==> src/rtl/nonrestoring_div8.sv <==
// Iterative unsigned non-restoring divider: one quotient bit per clock through a
// single shared (WIDTH+1)-bit adder-subtractor, valid/ready on both sides.
module nonrestoring_div8 #(
    parameter int WIDTH = 8
) (
    input  logic             clk,
    input  logic             rst_n,
    input  logic             inValid,
    output logic             inReady,
    input  logic [WIDTH-1:0] dividend,
    input  logic [WIDTH-1:0] divisor,
    output logic             outValid,
    input  logic             outReady,
    output logic [WIDTH-1:0] quotient,
    output logic [WIDTH-1:0] remainder,
    output logic             divByZero
);

    // state | meaning
    // IDLE  | waiting for operands
    // CALC  | one shift/add-or-subtract step per clock
    // FIX   | restore a negative final remainder
    // DONE  | result held until the consumer takes it
    typedef enum logic [1:0] {IDLE, CALC, FIX, DONE} state_t;

    localparam int CW = $clog2(WIDTH + 1);
    localparam logic [CW-1:0] CNT_INIT = CW'(WIDTH);

    state_t           state_q, state_d;
    logic [WIDTH:0]   r_q, r_d;
    logic [WIDTH-1:0] q_q, q_d;
    logic [WIDTH-1:0] d_q, d_d;
    logic [CW-1:0]    cnt_q, cnt_d;
    logic [WIDTH-1:0] quo_q, quo_d;
    logic [WIDTH-1:0] rem_q, rem_d;
    logic             dbz_q, dbz_d;
    logic             live_q;

    logic [WIDTH:0]   add_a, add_b, add_y, r_fix;
    logic             sub;

    always_ff @(posedge clk or negedge rst_n) begin
        if (!rst_n) begin
            state_q <= IDLE;
            r_q     <= '0;
            q_q     <= '0;
            d_q     <= '0;
            cnt_q   <= '0;
            quo_q   <= '0;
            rem_q   <= '0;
            dbz_q   <= 1'b0;
            live_q  <= 1'b0;
        end else begin
            state_q <= state_d;
            r_q     <= r_d;
            q_q     <= q_d;
            d_q     <= d_d;
            cnt_q   <= cnt_d;
            quo_q   <= quo_d;
            rem_q   <= rem_d;
            dbz_q   <= dbz_d;
            live_q  <= 1'b1;
        end
    end

    // Shared datapath: CALC feeds the shifted remainder, FIX feeds R and always adds.
    always_comb begin
        add_a = (state_q == CALC) ? {r_q[WIDTH-1:0], q_q[WIDTH-1]} : r_q;
        sub   = (state_q == CALC) ? ~r_q[WIDTH] : 1'b0;
        add_b = sub ? ~{1'b0, d_q} : {1'b0, d_q};
        add_y = add_a + add_b + {{WIDTH{1'b0}}, sub};
        r_fix = r_q[WIDTH] ? add_y : r_q;
    end

    always_comb begin
        state_d = state_q;
        r_d     = r_q;
        q_d     = q_q;
        d_d     = d_q;
        cnt_d   = cnt_q;
        quo_d   = quo_q;
        rem_d   = rem_q;
        dbz_d   = dbz_q;
        unique case (state_q)
            IDLE: begin
                if (inValid && live_q) begin
                    d_d   = divisor;
                    q_d   = dividend;
                    r_d   = '0;
                    cnt_d = CNT_INIT;
                    if (divisor == '0) begin
                        quo_d   = '1;
                        rem_d   = dividend;
                        dbz_d   = 1'b1;
                        state_d = DONE;
                    end else begin
                        state_d = CALC;
                    end
                end
            end
            CALC: begin
                r_d   = add_y;
                q_d   = {q_q[WIDTH-2:0], ~add_y[WIDTH]};
                cnt_d = cnt_q - CW'(1);
                if (cnt_q == CW'(1)) begin
                    state_d = FIX;
                end
            end
            FIX: begin
                r_d     = r_fix;
                quo_d   = q_q;
                rem_d   = r_fix[WIDTH-1:0];
                dbz_d   = 1'b0;
                state_d = DONE;
            end
            DONE: begin
                if (outReady) begin
                    state_d = IDLE;
                end
            end
            default: state_d = IDLE;
        endcase
    end

    assign inReady   = live_q && (state_q == IDLE);
    assign outValid  = (state_q == DONE);
    assign quotient  = quo_q;
    assign remainder = rem_q;
    assign divByZero = dbz_q;

endmodule

==> config.mk <==
export PLATFORM = sky130hd
export DESIGN_NAME = nonrestoring_div8
export DESIGN_NICKNAME = d
export VERILOG_FILES = /design/src/rtl/nonrestoring_div8.sv
export SDC_FILE = /design/constraint.sdc
export NUM_CORES = 1
export LEC_CHECK = 0
export CELL_PAD_IN_SITES_DETAIL_PLACEMENT = 1
export CELL_PAD_IN_SITES_GLOBAL_PLACEMENT = 2
export CORE_ASPECT_RATIO = 2
export CORE_MARGIN = 2
export CORE_UTILIZATION = 30
export CTS_CLUSTER_SIZE = 30
export DETAILED_ROUTE_END_ITERATION = 7
export PLACE_DENSITY_LB_ADDON = 0.2
export SLEW_MARGIN = 20
export SYNTH_ARGS = -nofsm -noshare
export SYNTH_HDL_FRONTEND = slang
export SYNTH_SLANG_ARGS = --single-unit
==> constraint.sdc <==
create_clock -name clk -period 4.75 [get_ports clk]
set_input_delay 0.7125 -clock clk [delete_from_list [all_inputs] [get_ports clk]]
set_output_delay 0.7125 -clock clk [all_outputs]
set_load 0.03 [all_outputs]
==> results by group <==
Finish
  – Area grow syn2layout: 21.2%
  – Fillers: 1263
  – Most common cell after layout, fill and taps aside: nand2_1
  – Most frequent cells in the layout: nand2_1 (67), dfrtp_1 (49), clkdlybuf4s50_1 (37)
  – Layout cells sized above 1: 7.60%
  – Seq. cell area: 1230 um^2
  – Multi-input gate area in the final layout: 1760 um^2
  – Antenna diode count: 0
  – Layout net count: 442

Yosys
  – FF+latch count, synth: 49
  – Simple-gate area share of the yosys netlist: 19.3%
  – Post-Synth XOR/XNOR Area: 3.04%
  – Register area share after synthesis: 38.7%
  – Post-Synth Adder-Cell Area: 6.15%
  – Post-synth EDFFs: 0
  – Synth async-reset ratio: 100%
  – Synth unique cells: 58
  – Syn nets: 406
  – Synth Cell Area: 3170 um^2
  – Avg Cell Area, Syn: 8.55 um^2
  – Synth Area in Compound Gates: 21.2%
  – Post-synthesis mux area share: 5.56%
  – Ys flop type: dfrtp_1
  – Post-Syn Instances: 371
  – YS warnings: 0
  – Main combinational cell family by area after synthesis: compound AO/OA/AOI/OAI gates

Routing
  – Post-route antenna net violation count: 0
  – # DRC: 0
  – Per-cell routed wire length: 18.7 um
  – Vias per cell: 5.15
  – Drt pass-1 iters: 4
  – Via count: 2807
  – Final wirelength: 10200 um
  – Iteration-0 DRC count of the detailed router: 70

Setup path
  – Startpoint Class: flip-flop
  – Max FO, Critical Path: 36
  – CP top delay family: compound AO/OA/AOI/OAI gates
  – Cells along the critical path: inv_1, ha_1, buf_4, mux2_2, ha_1, nor2b_1, o2111a_1, o41ai_1, a21boi_0, o21ai_0
  – Critical path class: reg2reg
  – CP Capture Type: flip-flop
  – Most repeated library cell on the critical path: ha_1
  – WP data arrival: 3.45 ns
  – Worst path required time: 4.89 ns
  – CP Depth: 10
  – Worst path slowest cell: o41ai_1
  – CP bufs+invs: 2
  – CP max stage delay: 0.55 ns
  – R2R depth: 10

Floorplanning
  – # IOs: 39
  – Core area: 10400 um^2
  – Die width: 76.7 um
  – Initial Util: 30.5%
  – Die Ht: 149 um
  – Row cnt: 53
  – Die ar.: 11500 um^2

Global route
  – Vias in the first global route: 2916
  – Pin count of the biggest net entering global routing: 50
  – GRT Total Usage: 18.5%
  – Global-route wire length before repair: 16000 um
  – Antenna violations before repair: 0
  – Grt total ovfl: 0

Clocking
  – Clk_lat worst skew: 0.29 ns
  – Post-CTS sizing: 0
  – CTS Buf Count: 5
  – Setup repair bufs after CTS: 0
  – Clock Tree Buf Depth: 2
  – Hold Buf Count CTS: 0
  – Max H-tree Level: 2
  – CTS tree: done
  – Clk root buf: clkbuf_16
  – Worst-path clk slew: 0.07 ns
  – Clock sinks: 49

Placed design
  – PortBufs: 38
  – HPWL after DPL: 8030 um
  – Routability cong.: 0.802

Pwr
  – Leakage power: 1.65 nW
  – Worst vdd rail ir drop: 0.318 mV
  – Power density cells: 771 nW/um^2

Timing
  – Tmin final: 3.31 ns
  – Fin. Hold Viols: 0
  – Hold_ws: 0.495 ns
  – Max_slew headroom: 44.0%
  – Least-Margin Pin Slew: 0.839 ns
  – Ratio of final minimum period to clock period: 69.7%
  – Number of endpoints failing setup at the final stage: 0
  – Max Fclk: 302 MHz
  – Unrepaired setup endpoints after global routing: false
  – Slew Viols, Final: 0
  – TNS Setup: 0 ns
  – Max Clock Skew: 0.00892 ns

Job
  – Max_cap viols: 0

Run status
  – Status: complete, no violations

Worst hold path
  – Hold path cells: 2
  – Hold crit path type: reg2reg
## per-layer routing
layer  global-route usage, %  wire, um  up-vias
li1                        -         -     1372
met1                    18.6      3700     1379
met2                    38.4      6100       45
met3                    1.81       202       11
met4                    5.45       206        0
met5                       0         0        -
## path summary, 6_finish.rpt
path / endpoint / slack [ns] / from
hold / removal: remainder[1] / 0.49 / remainder[1]
min in group asynchronous: quotient[2] / 0.54 / rst_n
max in group asynchronous: d_q[0] / 3.76 / rst_n
hold reg to reg: remainder[1] / 0.49 / remainder[1]
setup reg to reg: remainder[4] / 1.44 / state_q[1]
setup / recovery: remainder[4] / 1.44 / state_q[1]
## flip-flops by register name, indices dropped and copies added, names as in the netlist
name,flops
cnt_q,4
d_q,8
divByZero,1
live_q,1
q_q,8
quotient,8
r_q,9
remainder,8
state_q,2
## kinds of logic (layout without fill, tap and decap cells)
kind of cell    after synthesis  after routing
xor+xnor                     11             11
flops                        49             49
mux                          17             17
compound gates              102            102
other cells                   1              1
buf+inv                      46             83
fa+ha+maj                    15             15
simple gates                130            130
## per-stage QoR
step,util (%),cell area [um^2],power (W),cells,setup slack [ns]
6_report,36.9,3840,0.00296,545,1.44
5_1_grt,36.9,3840,0.00321,545,1.19
4_1_cts,36.9,3840,0.00300,545,1.41
3_5_place_dp,35.5,3700,0.00263,537,1.43
3_3_place_gp,35.5,3700,0.00258,537,1.52
2_1_floorplan,-,3170,0.00203,371,1.52
## power breakdown
| part | switching, W | total, W | internal (W) |
|---|---|---|---|
| logic | 0.00117 | 0.00188 | 0.000717 |
| registers | 0.000132 | 0.000711 | 0.000579 |
| clock network | 0.000173 | 0.000370 | 0.000197 |
| total | 0.00147 | 0.00296 | 0.00149 |
## synthesized netlist by cell type, types with 3 or more instances
library cell / number / area share, %
a211oi_1: 3 / 0.71
a21o_1: 3 / 0.71
a21oi_1: 16 / 2.5
a31oi_1: 13 / 2.6
a32o_1: 4 / 1.3
and3_1: 3 / 0.59
buf_2: 7 / 1.1
clkbuf_1: 9 / 1.1
dfrtp_1: 49 / 39
ha_1: 14 / 5.5
inv_1: 29 / 3.4
mux2_2: 5 / 1.8
mux2i_1: 12 / 3.8
nand2_1: 67 / 7.9
nand2b_1: 3 / 0.59
nand3_1: 8 / 1.3
nor2_1: 21 / 2.5
nor2b_1: 4 / 0.79
nor3_1: 3 / 0.47
o21a_1: 3 / 0.71
o21ai_0: 33 / 5.2
o22ai_1: 3 / 0.59
or3_1: 6 / 1.2
xnor2_1: 10 / 2.8
## worst min-delay path, cell delays in order (launching register included)
cell	delay, ns
dfrtp_1	0.35
nand2_1	0.05
o21ai_0	0.06
## area by class of cell
type	instances	area share (%)
Multi-Input combinational cell	276	45.7
Sequential cell	49	31.9
Timing Repair Buffer	46	11.3
Tap cell	137	4.46
Clock buffer	5	3.25
Inverter	29	2.83
Clock inverter	3	0.553
Power figures use the tool's default switching activity.
